$ cat config.mk
export PLATFORM = sky130hd
export DESIGN_NAME = beep_tone_gen
export DESIGN_NICKNAME = d
export VERILOG_FILES = /design/src/rtl/beep_tone_gen.sv
export SDC_FILE = /design/constraint.sdc
export NUM_CORES = 1
export LEC_CHECK = 0
export CORE_MARGIN = 2
export CORE_UTILIZATION = 52
export DETAILED_ROUTE_END_ITERATION = 10
export GPL_TIMING_DRIVEN = 0
export PLACE_DENSITY = 0.73
export SETUP_SLACK_MARGIN = 0.4
export SLEW_MARGIN = 20
export SYNTH_ARGS = -nofsm -noshare
export SYNTH_HDL_FRONTEND = slang
export SYNTH_SLANG_ARGS = --single-unit
export TNS_END_PERCENT = 30
$ cat constraint.sdc
create_clock -name sys_clk -period 5 [get_ports sys_clk]
set_input_delay 1 -clock sys_clk [delete_from_list [all_inputs] [get_ports sys_clk]]
set_output_delay 1 -clock sys_clk [all_outputs]
set_load 0.05 [all_outputs]
$ cat src/rtl/beep_tone_gen.sv
// beep_tone_gen: request-driven buzzer that plays a square-wave tone for dur_ms,
// then holds a silent gap, with synchronous abort and a one-cycle done pulse.
module beep_tone_gen #(
  parameter int CLK_FREQ = 50_000_000,
  parameter int GAP_MS   = 20
) (
  input  logic        sys_clk,
  input  logic        sys_rst,
  input  logic        req_valid,
  output logic        req_ready,
  input  logic [15:0] tone_div,
  input  logic [11:0] dur_ms,
  input  logic        stop,
  output logic        beep,
  output logic        busy,
  output logic        done
);
  localparam int MS_CNT = CLK_FREQ / 1000;
  localparam int SW = MS_CNT > 1 ? $clog2(MS_CNT) : 1;
  localparam logic [SW-1:0] SUB_LAST = SW'(MS_CNT - 1);
  localparam logic [11:0] GAP_LEN = 12'(GAP_MS);
  typedef enum logic [1:0] {IDLE, PLAY, GAP} state_t;
  state_t state_q, state_d;
  logic [SW-1:0] sub_q, sub_d;
  logic [11:0] ms_q, ms_d;
  logic [15:0] hp_q, hp_d, div_q, div_d;
  logic beep_q, beep_d, done_q, done_d, up_q;
  logic accept, ms_tick, last_ms, hp_wrap;
  assign req_ready = up_q && state_q == IDLE;
  assign busy = state_q != IDLE;
  assign done = done_q;
  assign beep = beep_q;
  assign accept = req_valid && req_ready && !stop;
  assign ms_tick = sub_q == SUB_LAST;
  assign last_ms = ms_tick && ms_q == 12'd1;
  assign hp_wrap = hp_q == div_q - 16'd1;
  always_comb begin
    state_d = state_q;
    sub_d = '0;
    ms_d = ms_q;
    hp_d = hp_q;
    div_d = div_q;
    beep_d = beep_q;
    done_d = 1'b0;
    unique case (state_q)
      IDLE: if (accept) begin
        div_d = tone_div;
        ms_d = dur_ms;
        hp_d = '0;
        beep_d = dur_ms != '0 && tone_div != '0;
        done_d = dur_ms == '0;
        state_d = dur_ms == '0 ? IDLE : PLAY;
      end
      PLAY: begin
        sub_d = ms_tick ? '0 : sub_q + 1'b1;
        ms_d = ms_tick ? ms_q - 12'd1 : ms_q;
        hp_d = (hp_wrap || div_q == '0) ? '0 : hp_q + 16'd1;
        beep_d = div_q != '0 && (hp_wrap ? !beep_q : beep_q);
        if (last_ms) begin
          state_d = GAP_MS == 0 ? IDLE : GAP;
          ms_d = GAP_LEN;
          sub_d = '0;
          beep_d = 1'b0;
          done_d = GAP_MS == 0;
        end
      end
      GAP: begin
        sub_d = ms_tick ? '0 : sub_q + 1'b1;
        ms_d = ms_tick ? ms_q - 12'd1 : ms_q;
        if (last_ms) begin
          state_d = IDLE;
          done_d = 1'b1;
        end
      end
      default: state_d = IDLE;
    endcase
    // abort overrides everything, including a completion on the same edge
    if (stop && state_q != IDLE) begin
      state_d = IDLE;
      beep_d = 1'b0;
      done_d = 1'b0;
    end
  end
  always_ff @(posedge sys_clk or posedge sys_rst)
    if (sys_rst) begin
      state_q <= IDLE;
      sub_q <= '0;
      ms_q <= '0;
      hp_q <= '0;
      div_q <= '0;
      beep_q <= 1'b0;
      done_q <= 1'b0;
      up_q <= 1'b0;
    end else begin
      state_q <= state_d;
      sub_q <= sub_d;
      ms_q <= ms_d;
      hp_q <= hp_d;
      div_q <= div_d;
      beep_q <= beep_d;
      done_q <= done_d;
      up_q <= 1'b1;
    end
endmodule

# After elaboration in Yosys (flattened, before gate mapping)

Cells that the tools add are included.

$add $sub $neg: 4
Eq/ne operators: 9
Multiplexer cells: 25
Reduce and logical (&&, ||, !) cells: 25

Operators by type and width:

| kind                  | number |
|---|---|
| $mux 16               | 4 |
| $pmux 16 s2           | 2 |
| $mux 12               | 3 |
| $pmux 12 s3           | 1 |
| $add 16x1->16 const B | 2 |
| $reduce_bool 16->1    | 2 |
| $eq 16x16->1          | 1 |
| $eq 16x16->1 const B  | 1 |
| $logic_not 16->1      | 1 |
| $sub 16x1->16 const B | 1 |
| $eq 12x1->1 const B   | 1 |
| $logic_not 12->1      | 1 |
| $reduce_bool 12->1    | 1 |
| $sub 12x1->12 const B | 1 |
| $mux 1                | 8 |
| $mux 2                | 4 |
| $reduce_and 2->1      | 4 |
| $logic_and 1x1->1     | 7 |
| $ne 3x3->1 const B    | 2 |
| $pmux 2 s3            | 1 |
| $reduce_bool 3->1     | 2 |
| $pmux 1 s2            | 2 |
| $reduce_bool 2->1     | 2 |
| $ne 3x2->1 const B    | 1 |
| 7 further kinds       | 8 |

Bits in registers: 65
Input port bits: 32
Output and inout port bits: 4

# Depth between registers and ports, before layout

Word-level depth: 7
Gate-level depth with buffers: 12

# Least setup slack after synthesis

OpenSTA, ideal clock, no wires.

Path type: reg-to-reg
From: register div_q[0]
To: register hp_q[10]
Setup time: 0.126 ns
Data arrival time: 2.639 ns
Data required time: 4.874 ns
Slack: 2.235 ns
Stages on the path, launching flop included: 11
Buffers on the path: 1
Path through: dfrtp_1 inv_1 ha_1 xor2_1 o211ai_1 a211o_1 or4_4 a2111oi_4 a21boi_2 buf_6 a221o_1

Cells in the longest elaborated chain, start to end: 5
Elaborated cells between the ends (all ways): 6
Classes of those cells: add/sub (1); eq/ne (1); mux (2); reduce/logical (2)

Ends and longest elaborated chain:

| item                     | line | text |
|---|---|---|
| start: declaration       | 26   | `logic [15:0] hp_q, hp_d, div_q, div_d;` |
| start signal: assignment | 99   | `div_q <= div_d;` |
| $sub 16x1->16            | 36   | `assign hp_wrap = hp_q == div_q - 16'd1;` |
| $eq 16x16->1             | 36   |  |
| $logic_or 1x1->1 (*)     | 57   | `hp_d = (hp_wrap \|\| div_q == '0) ? '0 : hp_q + 16'd1;` |
| $mux 16 (*)              | 57   |  |
| $pmux 16 s2 (*)          | 45   | `unique case (state_q)` |
| end signal: assignment   | 98   | `hp_q <= hp_d;` |
| end: declaration         | 26   |  |

Every way passes the cells marked *; elsewhere a longest branch is shown, timed or not.
A chain may end at the register's enable or synchronous reset.

# Worst setup path in the final report

From: register state_q[0]
To: output req_ready

Cells in the longest elaborated chain, start to end: 2

Ends and longest elaborated chain:

| item                     | line | text |
|---|---|---|
| start: declaration       | 23   | `state_t state_q, state_d;` |
| start signal: assignment | 95   | `state_q <= state_d;` |
| $logic_not 2->1          | 29   | `assign req_ready = up_q && state_q == IDLE;` |
| $logic_and 1x1->1        | 29   |  |
| end: declaration         | 10   | `output logic req_ready,` |

No other way between the ends.

==> results.cfg <==
[outcome]
outcome = complete, no violations

[sta]
finalMaxSlewViolations = 0
relSlewSlack_pct = 49.9
clock_skew_ns = 0.00645
max_freq_ghz = 0.299
rsz0062_at_grt = no
finalSetupTns_ns = 0
fin_hold_ws_ns = 0.454
period_minus_slack_ns = 3.35
tightestPinTransition_ns = 0.744
setup_violations = 0
finalHoldViolCount = 0
fin_crit_sh_pct = 66.9

[cells_and_area]
instances_no_fill = 611
drive_gt1_share_pct = 9.63
areaGrowthSynthToFinish_pct = 18.6
fill_cells = 661
nets = 545
diodes = 0

[global_routing]
grt_pass1_vias = 3629
grt_pass1_wl_mm = 16.9
antenna_found_initial = 0
groute.usage.overall_pct = 24.6
overflow = 0
grt_max_degree = 53

[worst_setup_path]
crit_chain = inv_1, ha_1, clkbuf_1, and2_1, clkdlybuf4s50_1
critPathKind = flop to output port
critPathTopFamily = buffers and inverters
worst-r2r-setup-slack_ns = 1.97
startpoint_type = flop
reg2reg_from = sub_q[4]
critPathBufInv = 3
r2r_end = ms_q[3]
r2r_cells = 8
arrival_ns = 2.35
cp_max_fo = 10
crit_slowest_cell = clkdlybuf4s50_1
required_ns = 4.00
cpPeakStageDelay_ns = 0.81
endpoint_kind = output port

[clock_tree]
clkTransAtPathRegs_ns = 0.07
post-cts-setup-buffers = 0
cts-root-buf = clkbuf_8
cts_hold_buf = 0
htree_levels = 3
cts.sinks = 65
cts_buffer_depth = 2
cts_tree = built
numCtsBuffers = 9
clock_latency_ns = 0.35
postCtsResizedCells = 0

[placed_design]
dp.cells = 595
hpwlAfterDp_mm = 7.33
port_buffers = 35
place_congestion = 0.898

[logic_synthesis]
synth-seq-cells = 65
seq_area_frac_synth_pct = 39.7
synth_top_cell_by_area = dfrtp_1
ys_top_cells_by_area = dfrtp_1 40%, mux2_2 4.4%, xnor2_1 4.1%, a21oi_1 3.5%, o21ai_0 3.5%
ys.flop_type = dfrtp_1
synth_edf_count = 0
yosysWarnings = 0
async_flop_share_pct = 100
synth_nets = 498
yosysUniqueCellTypes = 66
synth_top_area_share_pct = 39.7
synth_area_mm2 = 0.00410
synth_cells = 457
postSynthAreaPerCell_um2 = 8.96

[min_path]
hold_start = sub_q[0]
hold-path-cell-count = 1
holdPathEnd = sub_q[0]
hp-class = flop to flop

[route]
ant_nets = 0
wl_per_cell_um = 16.2
via_per_inst = 5.96
vias = 3641
dr.pass1.iters = 5
drc = 0
drt-initial-drc-count = 221
routed_wirelength_mm = 9.92

[pwr]
power_density_mw_per_mm2 = 441
p_leak_nw = 1.94
ir_worst_vdd_uv = 238

[floorplan]
ios = 36
die_area_mm2 = 0.00860
num_rows = 32
core-area_mm2 = 0.00769
die_y_um = 92.7
start_util_pct = 53.3
die_w_um = 92.7

[flow_run]
cap_violations = 0
-- cell usage in the layout (no fill, tap or decap), types with 3 or more instances in the layout --
cell and count:
nor3_1 13, inv_1 22, nand2b_1 7, nor2b_1 6
a32oi_1 4, xor2_1 15, nand2_1 31, a22oi_1 4
o21ai_0 29, nor4_1 12, nand3b_1 4, and4_1 3
xnor2_1 19, nand4_1 8, bufinv_16 3, clkbuf_1 15
o211ai_1 3, nor2_1 38, dfrtp_1 65, a31oi_1 4
or2_2 4, o311ai_0 3, ha_1 9, and3_1 9
or3_1 6, mux2_2 16, clkdlybuf4s50_1 35, a211o_1 3
a21o_1 4, nand3_1 26, clkbuf_8 11, and2_1 4
a21oi_1 29
-- cell type report --
class                      instances  area (um2)  share of cell area [%]
multi-input combinational        353        2310                    47.6
sequential                        65        1630                    33.5
timing repair buffer              36         378                    7.78
clock buffer                      12         155                    3.19
tap                              102         128                    2.63
clock inverter                     4        98.8                    2.04
inverter                          23        88.8                    1.83
buffer                            16        68.8                    1.42
-- cells by family (layout without fill, tap and decap cells) --
kind of cell | Yosys count | count (layout) | synth area share (%)
simple gates | 184 | 184 | 24.2
compound gates | 108 | 108 | 17.6
flops | 65 | 65 | 39.7
buf+inv | 39 | 91 | 3.79
xor+xnor | 34 | 34 | 7.27
mux | 17 | 17 | 4.64
fa+ha+maj | 9 | 9 | 2.75
other cells | 1 | 1 | 0.0916
-- worst max-delay path by stage --
stage	from	end	slack [ns]	cells past startpoint
after floorplan	div_q[0]	hp_q[10]	2.24	10
after global placement	sys_rst	div_q[3]	1.22	2
after detailed placement	stop	hp_q[14]	1.77	6
after CTS	state_q[0]	req_ready	1.64	5
after global routing	state_q[1]	req_ready	1.52	5
final	state_q[0]	req_ready	1.65	5
-- report_power, final --
part	internal (W)	switching, W
registers	0.000644	0.000167
clock network	0.000360	0.000207
logic	0.000333	0.000434
total	0.00134	0.000807
-- flip-flops by register name, summed over array words and instances (netlist names) --
name	count
sub_q	16
up_q	1
done	1
ms_q	12
beep	1
state_q	2
div_q	16
hp_q	16
-- Yosys cell counts (12+ instances only) --
master    instances
o21ai_0          29
nand3_1          26
a21oi_1          29
nand2_1          31
inv_1            23
xnor2_1          19
dfrtp_1          65
nor2_1           38
clkbuf_1         14
nor4_1           12
xor2_1           15
mux2_2           16
nor3_1           13
-- stage by stage --
stage / instance area [um2] / setup WS (ns) / total power [W] / util [%]
2_1_floorplan: 4100 / 2.24 / 0.00135 / -
3_3_place_gp: 4570 / 1.22 / 0.00154 / 59.5
3_5_place_dp: 4600 / 1.77 / 0.00157 / 59.9
4_1_cts: 4860 / 1.64 / 0.00215 / 63.2
5_1_grt: 4860 / 1.52 / 0.00228 / 63.2
6_report: 4860 / 1.65 / 0.00214 / 63.2
-- layer usage --
| layer | share of wire, % | track usage, % | wire length (um) | up-vias |
|---|---|---|---|---|
| li1 | - | - | - | 1761 |
| met1 | 42 | 30.2 | 4180 | 1760 |
| met2 | 51 | 42.1 | 5020 | 99 |
| met3 | 5.2 | 6.35 | 513 | 21 |
| met4 | 2.1 | 8.58 | 206 | 0 |
| met5 | 0 | 0 | 0 | - |
No activity file was read; power rests on OpenSTA's default activity.
